==> src/rtl/sfx_pkg.sv <==
// Shared types and timing helpers for the sound-effect scheduler.
package sfx_pkg;

  typedef enum logic [1:0] {
    SND_FIRE     = 2'd0,
    SND_HIT      = 2'd1,
    SND_EXPLODE  = 2'd2,
    SND_GAMEOVER = 2'd3
  } sound_id_t;

  typedef enum logic [1:0] {
    ST_IDLE  = 2'd0,
    ST_ISSUE = 2'd1,
    ST_HOLD  = 2'd2
  } state_t;

  localparam logic [31:0] NOTES_FIRE     = 32'd2;
  localparam logic [31:0] NOTES_HIT      = 32'd1;
  localparam logic [31:0] NOTES_EXPLODE  = 32'd3;
  localparam logic [31:0] NOTES_GAMEOVER = 32'd4;

  // Full playback time of a sound including the trailing silent guard.
  function automatic logic [31:0] sfx_duration(input sound_id_t id,
                                               input int unsigned note_period,
                                               input int unsigned guard);
    logic [31:0] notes;
    case (id)
      SND_FIRE:    notes = NOTES_FIRE;
      SND_HIT:     notes = NOTES_HIT;
      SND_EXPLODE: notes = NOTES_EXPLODE;
      default:     notes = NOTES_GAMEOVER;
    endcase
    return notes * (32'(note_period) + 32'd1) + 32'(guard);
  endfunction

endpackage

==> src/rtl/sfx_fifo.sv <==
// Small synchronous FIFO of sound IDs with flush; a pop frees a slot
// for a push in the same cycle even when full.
module sfx_fifo
  import sfx_pkg::*;
#(
  parameter int DEPTH = 4
) (
  input  logic                   clk,
  input  logic                   reset,
  input  logic                   push,
  input  sound_id_t              push_data,
  input  logic                   pop,
  input  logic                   flush,
  output sound_id_t              head_data,
  output logic [$clog2(DEPTH):0] level
);

  localparam int AW = $clog2(DEPTH);
  localparam logic [AW:0] FULL_LEVEL = (AW+1)'(DEPTH);

  sound_id_t     mem_q [DEPTH];
  logic [AW-1:0] wr_ptr_q, wr_ptr_d;
  logic [AW-1:0] rd_ptr_q, rd_ptr_d;
  logic [AW:0]   level_q, level_d;
  logic          do_push, do_pop;

  // Qualify requests and compute next pointers/occupancy; flush empties everything.
  always_comb begin
    do_pop   = pop && (level_q != '0);
    do_push  = push && ((level_q != FULL_LEVEL) || do_pop);
    wr_ptr_d = wr_ptr_q;
    rd_ptr_d = rd_ptr_q;
    level_d  = level_q;
    if (flush) begin
      wr_ptr_d = '0;
      rd_ptr_d = '0;
      level_d  = '0;
    end else begin
      if (do_push) wr_ptr_d = wr_ptr_q + AW'(1);
      if (do_pop)  rd_ptr_d = rd_ptr_q + AW'(1);
      case ({do_push, do_pop})
        2'b10:   level_d = level_q + (AW+1)'(1);
        2'b01:   level_d = level_q - (AW+1)'(1);
        default: level_d = level_q;
      endcase
    end
  end

  // Pointer and occupancy registers.
  always_ff @(posedge clk) begin
    if (reset) begin
      wr_ptr_q <= '0;
      rd_ptr_q <= '0;
      level_q  <= '0;
    end else begin
      wr_ptr_q <= wr_ptr_d;
      rd_ptr_q <= rd_ptr_d;
      level_q  <= level_d;
    end
  end

  // Storage write; contents need no reset since occupancy gates every read.
  always_ff @(posedge clk) begin
    if (do_push && !flush) mem_q[wr_ptr_q] <= push_data;
  end

  assign head_data = mem_q[rd_ptr_q];
  assign level     = level_q;

endmodule

==> src/rtl/sfx_scheduler.sv <==
// Sound-effect scheduler: queues event pulses and triggers the tone players
// one at a time, waiting out each sound's full duration; game over pre-empts.
module sfx_scheduler
  import sfx_pkg::*;
#(
  parameter int unsigned CLK_HZ      = 100_000_000,
  parameter int unsigned NOTE_PERIOD = CLK_HZ / 20,
  parameter int unsigned GUARD       = 1000,
  parameter int unsigned DEPTH       = 4
) (
  input  logic                   clk,
  input  logic                   reset,
  input  logic                   ev_fire,
  input  logic                   ev_hit,
  input  logic                   ev_explode,
  input  logic                   ev_gameover,
  output logic                   trig_fire,
  output logic                   trig_hit,
  output logic                   trig_explode,
  output logic                   trig_gameover,
  output logic                   busy,
  output logic [$clog2(DEPTH):0] queue_level,
  output logic [7:0]             drop_count
);

  localparam int LW = $clog2(DEPTH) + 1;
  localparam logic [LW-1:0] FULL_LEVEL = LW'(DEPTH);

  state_t      state_q, state_d;
  sound_id_t   cur_id_q, cur_id_d;
  logic [31:0] hold_cnt_q, hold_cnt_d;
  logic [7:0]  drop_count_q, drop_count_d;
  logic [8:0]  drop_sum;
  logic [1:0]  drop_inc;
  logic [1:0]  n_normal;
  logic        fifo_push, fifo_pop, fifo_flush;
  sound_id_t   push_id, head_id;
  logic [LW-1:0] fifo_level;
  logic        go_active, go_take;

  // Game-over sound currently owns the players; a fresh game over starts one.
  assign go_active = (state_q != ST_IDLE) && (cur_id_q == SND_GAMEOVER);
  assign go_take   = ev_gameover && !go_active;
  assign n_normal  = {1'b0, ev_fire} + {1'b0, ev_hit} + {1'b0, ev_explode};

  sfx_fifo #(
    .DEPTH (int'(DEPTH))
  ) u_fifo (
    .clk       (clk),
    .reset     (reset),
    .push      (fifo_push),
    .push_data (push_id),
    .pop       (fifo_pop),
    .flush     (fifo_flush),
    .head_data (head_id),
    .level     (fifo_level)
  );

  // Playback FSM: pop, trigger, then hold for the sound's duration.
  always_comb begin
    state_d    = state_q;
    cur_id_d   = cur_id_q;
    hold_cnt_d = hold_cnt_q;
    fifo_pop   = 1'b0;
    case (state_q)
      ST_IDLE: begin
        if (fifo_level != '0) begin
          fifo_pop = 1'b1;
          cur_id_d = head_id;
          state_d  = ST_ISSUE;
        end
      end
      ST_ISSUE: begin
        hold_cnt_d = sfx_duration(cur_id_q, NOTE_PERIOD, GUARD) - 32'd1;
        state_d    = ST_HOLD;
      end
      ST_HOLD: begin
        if (hold_cnt_q == '0) state_d = ST_IDLE;
        else                  hold_cnt_d = hold_cnt_q - 32'd1;
      end
      default: state_d = ST_IDLE;
    endcase
    if (go_take) begin
      fifo_pop = 1'b0;
      cur_id_d = SND_GAMEOVER;
      state_d  = ST_ISSUE;
    end
  end

  // Event intake: priority-select one event, account every discarded one.
  always_comb begin
    fifo_push  = 1'b0;
    fifo_flush = 1'b0;
    push_id    = SND_FIRE;
    drop_inc   = 2'd0;
    if (go_active) begin
      drop_inc = n_normal;
    end else if (ev_gameover) begin
      fifo_flush = 1'b1;
      drop_inc   = n_normal;
    end else if (n_normal != 2'd0) begin
      fifo_push = 1'b1;
      if (ev_explode)  push_id = SND_EXPLODE;
      else if (ev_hit) push_id = SND_HIT;
      else             push_id = SND_FIRE;
      if ((fifo_level != FULL_LEVEL) || fifo_pop) drop_inc = n_normal - 2'd1;
      else                                        drop_inc = n_normal;
    end
    drop_sum     = {1'b0, drop_count_q} + {7'd0, drop_inc};
    drop_count_d = drop_sum[8] ? 8'hFF : drop_sum[7:0];
  end

  // State, hold counter and drop counter registers.
  always_ff @(posedge clk) begin
    if (reset) begin
      state_q      <= ST_IDLE;
      cur_id_q     <= SND_FIRE;
      hold_cnt_q   <= '0;
      drop_count_q <= '0;
    end else begin
      state_q      <= state_d;
      cur_id_q     <= cur_id_d;
      hold_cnt_q   <= hold_cnt_d;
      drop_count_q <= drop_count_d;
    end
  end

  assign trig_fire     = (state_q == ST_ISSUE) && (cur_id_q == SND_FIRE);
  assign trig_hit      = (state_q == ST_ISSUE) && (cur_id_q == SND_HIT);
  assign trig_explode  = (state_q == ST_ISSUE) && (cur_id_q == SND_EXPLODE);
  assign trig_gameover = (state_q == ST_ISSUE) && (cur_id_q == SND_GAMEOVER);
  assign busy          = (state_q != ST_IDLE) || (fifo_level != '0);
  assign queue_level   = fifo_level;
  assign drop_count    = drop_count_q;

endmodule

==> config.mk <==
export PLATFORM = sky130hd
export DESIGN_NAME = sfx_scheduler
export DESIGN_NICKNAME = d
export VERILOG_FILES = /design/src/rtl/sfx_pkg.sv /design/src/rtl/sfx_fifo.sv /design/src/rtl/sfx_scheduler.sv
export SDC_FILE = /design/constraint.sdc
export NUM_CORES = 1
export LEC_CHECK = 0
export CAP_MARGIN = 5
export CORE_ASPECT_RATIO = 2
export CORE_MARGIN = 1
export CORE_UTILIZATION = 32
export DETAILED_ROUTE_END_ITERATION = 8
export REMOVE_ABC_BUFFERS = 1
export SKIP_CTS_REPAIR_TIMING = 1
export SYNTH_ARGS = -nofsm -noshare
export SYNTH_HDL_FRONTEND = slang
export SYNTH_SLANG_ARGS = --single-unit
==> constraint.sdc <==
create_clock -name clk -period 3.4 [get_ports clk]
set_input_delay 0.68 -clock clk [delete_from_list [all_inputs] [get_ports clk]]
set_output_delay 0.68 -clock clk [all_outputs]
set_load 0.005 [all_outputs]
==> results by group, run 1 <==
Clocking
  • Clk slew on worst S/H paths: 0.05 ns
  • H-tree depth: 3
  • Clock buffer depth: 2
  • CTS tree: yes
  • Clk_lat worst skew: approximately 0.34 ns
  • Sink Count: 61
  • Total CTS buffers: 9
  • Clk root buf: clkbuf_16

Global route
  • Initial antenna violation count: 0
  • GRT Residual Overflow: 0
  • Vias in the first global route: approximately 3600
  • Global-route wire length before repair: between 15 and 20 mm
  • Largest net degree at the start of global routing: 42
  • Tot GR Track Use: a little under a fifth

STA
  • Final worst slack: about 0.17 ns
  • Period Utilization, post-route: between 90% and 100%
  • Endpoints failing hold: 0
  • Final Setup Violations: 0
  • RSZ-0062 raised after global routing: no
  • Worst slew pin tran: 0.920 ns
  • Crit path time final: 3.23 ns
  • Max Freq: between 300 and 400 MHz
  • Setup tns final: 0 ns
  • Slew headroom: ~39%
  • Fin. max-slew vios: 0
  • Setup Skew: 0.00696 ns
  • Final hold slack: 0.472 ns

Power and ir drop
  • Lkg Pwr: around 1.7 nW
  • Pwr dens: just under 600 mW/mm2
  • Total power: roughly 0.0026 W
  • Worst VDD drop: between 0.0003 and 0.0004 V

Synth
  • Top_reg_cell synth: dfxtp_1
  • Yosys reg bits: just over 60
  • Post-synth EDFFs: 8
  • Netlist cell types: 69
  • Asr flop ratio synth: 0%
  • Synth Instances: roughly 430
  • Top-area cell type share of the netlist area: 28.3%
  • Post-synth top area cell: dfxtp_1
  • Synthesis Warnings: 0
  • Mapped Area: approximately 0.0038 mm2
  • Sequential area share after synthesis: roughly a third
  • Syn Area/Cell: a little under 9 um2
  • Area contributors post-synth: dfxtp_1 28%, edfxtp_1 6.4%, ha_1 6.0%

Routing
  • DRC viols: 0
  • Vias: 3453
  • WL final: roughly 11 mm
  • Antenna Violating Nets Remaining: 0
  • Post-DR vias/cell: 5.66
  • Drt first pass iters: 4
  • DR WL/cell: 17.5 um
  • Initial DRC Count: 204

Worst setup path
  • RR Endpoint: hold_cnt_q[21]$_SDFFE_PP0P_
  • CP max FO: 3
  • CP Cell Sequence: clkdlybuf4s50_1 > fa_1 > inv_1 > ha_2 > buf_4 > o21bai_1 > nand2_1 > o21ai_0 > ha_2 > fa_1 > nand2_1 > nor2_1 > buf_4 > nor4bb_4 > nor3_1
  • Critical Path AT: roughly 3.4 ns
  • Critical Path Start: ev_explode
  • Crit path capture type: flop
  • Slowest CP cell: clkdlybuf4s50_1
  • CP Depth: 15
  • CP Data Required Time: around 3.6 ns
  • Reg2reg start: hold_cnt_q[0]$_SDFFE_PP0P_
  • CP peak stage delay: between 0.4 and 0.5 ns
  • Cell family with most CP delay: adder cells
  • Crit path to: drop_count[7]$_SDFF_PP0_
  • Startpoint types: input pin
  • Worst Path Buf+Inv: 4
  • Setup Crit Path Kind: input pin to flop
  • R2R depth: 8
  • Flop-to-flop setup slack: approximately 0.4 ns

Die
  • I/O pin count: 22
  • Die Ht: 155 um
  • Width of the die: a little under 80 um
  • Core Box Area: 0.0114 mm2
  • Initial Util: 33.0%
  • FP Rows: 55
  • Die area: between 0.01 and 0.015 mm2

Layout
  • Diode count: 0
  • Area grow syn2layout: 21.3%
  • Final Util: roughly 40%
  • Nets: 490
  • Commonest non-fill, non-tap cells in the layout: 53 x dfxtp_1, 48 x nor2_1, 31 x nand2_1
  • Share of post-route cells with drive strength above 1: between 10% and 20%
  • Fillers: between 1000 and 1500
  • Commonest non-fill, non-tap cell in the layout: dfxtp_1

Place
  • Final Wtd Congestion: just over 0.9
  • Place WS: -0.342 ns
  • DP Wirelength: ~8 mm
  • Port bufs: 21

Job
  • MaxCap Viol Count: 0

Outcome
  • Status: finished clean

Min path
  • Hold crit path type: flop to flop
area by class of cell:
class                   instances  area (um2)  area share (%)
well taps                     142         178            3.90
clock inverters                 7         123            2.69
repair buffers                 44         385            8.47
flip-flops and latches         61        1300            28.6
clock buffers                   9         225            4.95
inverters                      25        93.8            2.06
multi-input cells             322        2250            49.3
worst reg2reg max path: cells and delay by family (launching register included):
family	cells	cell delay (ns)
and+or+nand+nor	3	1.38
DFF	1	0.35
AOI/OAI and AO/OA	2	0.53
adders and majority gates	1	0.21
buffers and inverters	2	0.40
worst min-delay path by stage:
stage	startpoint	slack, ns	end	depth (start not counted)
after global placement	hold_cnt_q[19]$_SDFFE_PP0P_	0.45	hold_cnt_q[19]$_SDFFE_PP0P_	2
after floorplan	hold_cnt_q[19]$_SDFFE_PP0P_	0.44	hold_cnt_q[19]$_SDFFE_PP0P_	2
final	hold_cnt_q[19]$_SDFFE_PP0P_	0.47	hold_cnt_q[19]$_SDFFE_PP0P_	2
after global routing	hold_cnt_q[14]$_SDFFE_PP0P_	0.53	hold_cnt_q[14]$_SDFFE_PP0P_	2
after CTS	hold_cnt_q[19]$_SDFFE_PP0P_	0.47	hold_cnt_q[19]$_SDFFE_PP0P_	2
after detailed placement	hold_cnt_q[19]$_SDFFE_PP0P_	0.47	hold_cnt_q[19]$_SDFFE_PP0P_	2
layer usage:
layer | up-vias | GRT usage, % | routed length [um]
met1 | 1656 | 16.7 | 3740
met4 | 0 | 15.5 | 660
li1 | 1657 | - | -
met3 | 42 | 3.81 | 420
met2 | 98 | 34.7 | 5870
met5 | - | 0 | 0
synth_stat cells, types with 8 or more instances:
| master | n |
|---|---|
| ha_1 | 18 |
| nor2_1 | 49 |
| inv_1 | 25 |
| nand3_1 | 10 |
| a21oi_1 | 21 |
| o21ai_0 | 11 |
| dfxtp_1 | 53 |
| and2_1 | 10 |
| clkbuf_1 | 16 |
| or4_1 | 8 |
| edfxtp_1 | 8 |
| o22ai_1 | 8 |
| nor3_1 | 18 |
| nand2_1 | 31 |
through the flow:
| step | cells | instance area (um2) |
|---|---|---|
| 5_1_grt | 610 | 4550 |
| 3_5_place_dp | 593 | 4160 |
| 2_1_floorplan | 408 | 3610 |
| 4_1_cts | 609 | 4510 |
| 3_3_place_gp | 593 | 4160 |
| 6_report | 610 | 4550 |
registers in the layout (all words and copies together), names as in the netlist, named ones only:
name	flops
hold_cnt_q	32
drop_count	8
u_fifo.mem_q	8
u_fifo.level	3
cur_id_q	2
state_q	2
u_fifo.rd_ptr_q	2
u_fifo.wr_ptr_q	2
power breakdown:
part	switching, W	total [W]	leakage [nW]	internal [W]
logic	0.000428	0.000712	1.02	0.000283
registers	0.0000689	0.000857	0.506	0.000788
clock network	0.000353	0.00107	0.162	0.000719
logic make-up after synthesis:
family,after synthesis,share of synthesized area [%]
other,1,0.100
flip-flops,61,34.7
AO/OA/AOI/OAI,109,21.8
XOR/XNOR,12,2.80
buffers and inverters,50,6.37
adder cells (fa/ha/maj),21,7.61
AND/OR/NAND/NOR,169,23.4
multiplexers,9,3.20
Power figures use the tool's default switching activity.
==> inputs of run 2 (changes only) <==
--- a/config.mk
+++ b/config.mk
@@ -7,7 +7,7 @@
 export LEC_CHECK = 0
 export CAP_MARGIN = 5
 export CORE_ASPECT_RATIO = 2
-export CORE_MARGIN = 1
+export CORE_MARGIN = 8
 export CORE_UTILIZATION = 32
 export DETAILED_ROUTE_END_ITERATION = 8
 export REMOVE_ABC_BUFFERS = 1
==> run 2 against run 1 <==
Design area decreased by 0.71%. Power decreased by 2.9%. Core utilization decreased by 1.0 points. Die area increased by 28%. Clock power decreased by 5%. Non-clock buffer count decreased by 2. Clock skew decreased by 0.0011 ns. Worst setup slack improved by 0.020 ns. Combinational power decreased by 4.1%. Critical path type unchanged. Highest routed layer unchanged.
==> results by group, run 2 (same netlist as run 1, synthesis figures left out) <==
Layout
  • Commonest non-fill, non-tap cells in the layout: 53 x dfxtp_1, 48 x nor2_1, 31 x nand2_1
  • Fin area: between 0.004 and 0.005 mm2
  • Max FFs per register: 32
  • Commonest non-fill, non-tap cell in the layout: dfxtp_1
  • Top reg by flops: hold_cnt_q
  • Diode count: 0
  • Area grow syn2layout: 20.5%
  • Share of post-route cells with drive strength above 1: 12.2%
  • Nets: roughly 490
  • Fillers: between 1000 and 1500
  • Finished Layout Cells: a little over 600

STA
  • Crit path time final: 3.21 ns
  • Worst slew pin tran: 0.803 ns
  • Period Utilization, post-route: 94.4%
  • Final worst slack: 0.191 ns
  • Endpoints failing hold: 0
  • Setup Skew: around 0.0059 ns
  • Max Freq: 312 MHz
  • Slew headroom: 45.7%
  • Setup tns final: 0 ns
  • Final Setup Violations: 0
  • Fin. max-slew vios: 0

Clocking
  • Total CTS buffers: 9
  • CTS tree: yes
  • Sink Count: 61
  • Clock buffer depth: 2
  • Clk slew on worst S/H paths: approximately 0.05 ns
  • Clk_lat worst skew: roughly 0.33 ns
  • H-tree depth: 3
  • Clk root buf: clkbuf_16

Die
  • Die Ht: ~170 um
  • Core Box Area: about 0.012 mm2
  • FP Rows: 56
  • I/O pin count: 22
  • Die area: about 0.016 mm2
  • Initial Util: between 30% and 40%
  • Width of the die: 92.6 um

Power and ir drop
  • Lkg Pwr: approximately 1.7 nW
  • Worst VDD drop: between 0.0004 and 0.0005 V
  • Pwr dens: ~570 mW/mm2

Worst setup path
  • RR Endpoint: hold_cnt_q[31]$_SDFFE_PP0P_
  • CP Data Required Time: between 3 and 4 ns
  • Crit path capture type: flop
  • Flop-to-flop setup slack: between 0.4 and 0.5 ns
  • Critical Path AT: 3.41 ns
  • CP max FO: 4
  • Startpoint types: input pin
  • R2R depth: 8
  • CP peak stage delay: roughly 0.57 ns
  • CP Cell Sequence: clkdlybuf4s50_1 > fa_1 > inv_1 > ha_1 > nor3b_2 > inv_1 > o21ai_1 > ha_2 > fa_1 > nand2_1 > nor2_1 > buf_4 > and4b_1 > nor3_1
  • Slowest CP cell: fa_1
  • Setup Crit Path Kind: input pin to flop
  • Reg2reg start: hold_cnt_q[0]$_SDFFE_PP0P_
  • Critical Path Start: ev_fire

Routing
  • DRC viols: 0
  • Drt first pass iters: 6
  • WL final: 9.72 mm
  • Vias: ~3400
  • Post-DR vias/cell: between 5 and 6
  • Initial DRC Count: 252
  • Antenna Violating Nets Remaining: 0
  • DR WL/cell: between 15 and 20 um

Global route
  • Global-route wire length before repair: about 16 mm
  • Initial antenna violation count: 0
  • Vias in the first global route: between 3000 and 4000
  • Largest net degree at the start of global routing: 42
  • Tot GR Track Use: between 10% and 20%
  • GRT Residual Overflow: 0

Job
  • MaxCap Viol Count: 0

Place
  • DP Wirelength: just under 7 mm
  • Dpl cells: a little under 600
  • Final Wtd Congestion: 0.805
  • Place WS: -0.308 ns
  • Cell Area, Placed: about 0.0041 mm2
  • Port bufs: 21

Min path
  • Hold depth: 2
  • Min-Delay Endpoint: hold_cnt_q[19]$_SDFFE_PP0P_
  • Hold crit path type: flop to flop
  • Hold path start: hold_cnt_q[19]$_SDFFE_PP0P_

Outcome
  • Status: finished clean
-- run 2: worst max-delay path, delay by kind of cell --
| family | cells | cell delay (ns) |
|---|---|---|
| adders and majority gates | 4 | 1.18 |
| buffers and inverters | 4 | 0.74 |
| AOI/OAI and AO/OA | 1 | 0.13 |
| and+or+nand+nor | 5 | 0.67 |
-- run 2: layer usage --
layer | up-vias | wire length [um] | GRT usage (%)
li1 | 1649 | - | -
met3 | 11 | 617 | 2.71
met1 | 1606 | 4260 | 16.1
met2 | 115 | 4630 | 20.6
met4 | 0 | 201 | 7.06
met5 | - | 0 | 0
-- run 2: power by group --
part	switching, W	leakage (nW)	internal (W)	total, W
clock	0.000313	0.161	0.000712	0.00102
combinational	0.000407	0.998	0.000276	0.000683
sequential	0.0000690	0.506	0.000789	0.000858
-- run 2: final cells by class --
| type | count | area (um2) | share of cell area [%] |
|---|---|---|---|
| timing repair buffer | 42 | 368 | 8.14 |
| inverter | 25 | 93.8 | 2.08 |
| sequential | 61 | 1300 | 28.8 |
| multi-input combinational | 322 | 2240 | 49.6 |
| clock inverter | 5 | 98.8 | 2.19 |
| clock buffer | 11 | 233 | 5.15 |
| tap | 145 | 181 | 4.01 |
-- run 2: worst max path at each step --
stage,endpoint,depth (start not counted)
finish,drop_count[6]$_SDFF_PP0_,14
global route,drop_count[6]$_SDFF_PP0_,14
CTS,drop_count[7]$_SDFF_PP0_,13
detailed placement,drop_count[7]$_SDFF_PP0_,13
global placement,drop_count[0]$_SDFF_PP0_,13
floorplan,drop_count[0]$_SDFF_PP0_,12
-- run 2: metrics by stage --
step	util (%)	hold WS (ns)	power (W)
2_1_floorplan	-	0.443	0.00131
3_3_place_gp	35.8	0.456	0.00154
6_report	39.1	0.472	0.00257
4_1_cts	38.7	0.475	0.00257
5_1_grt	39.1	0.510	0.00270
3_5_place_dp	35.8	0.468	0.00154
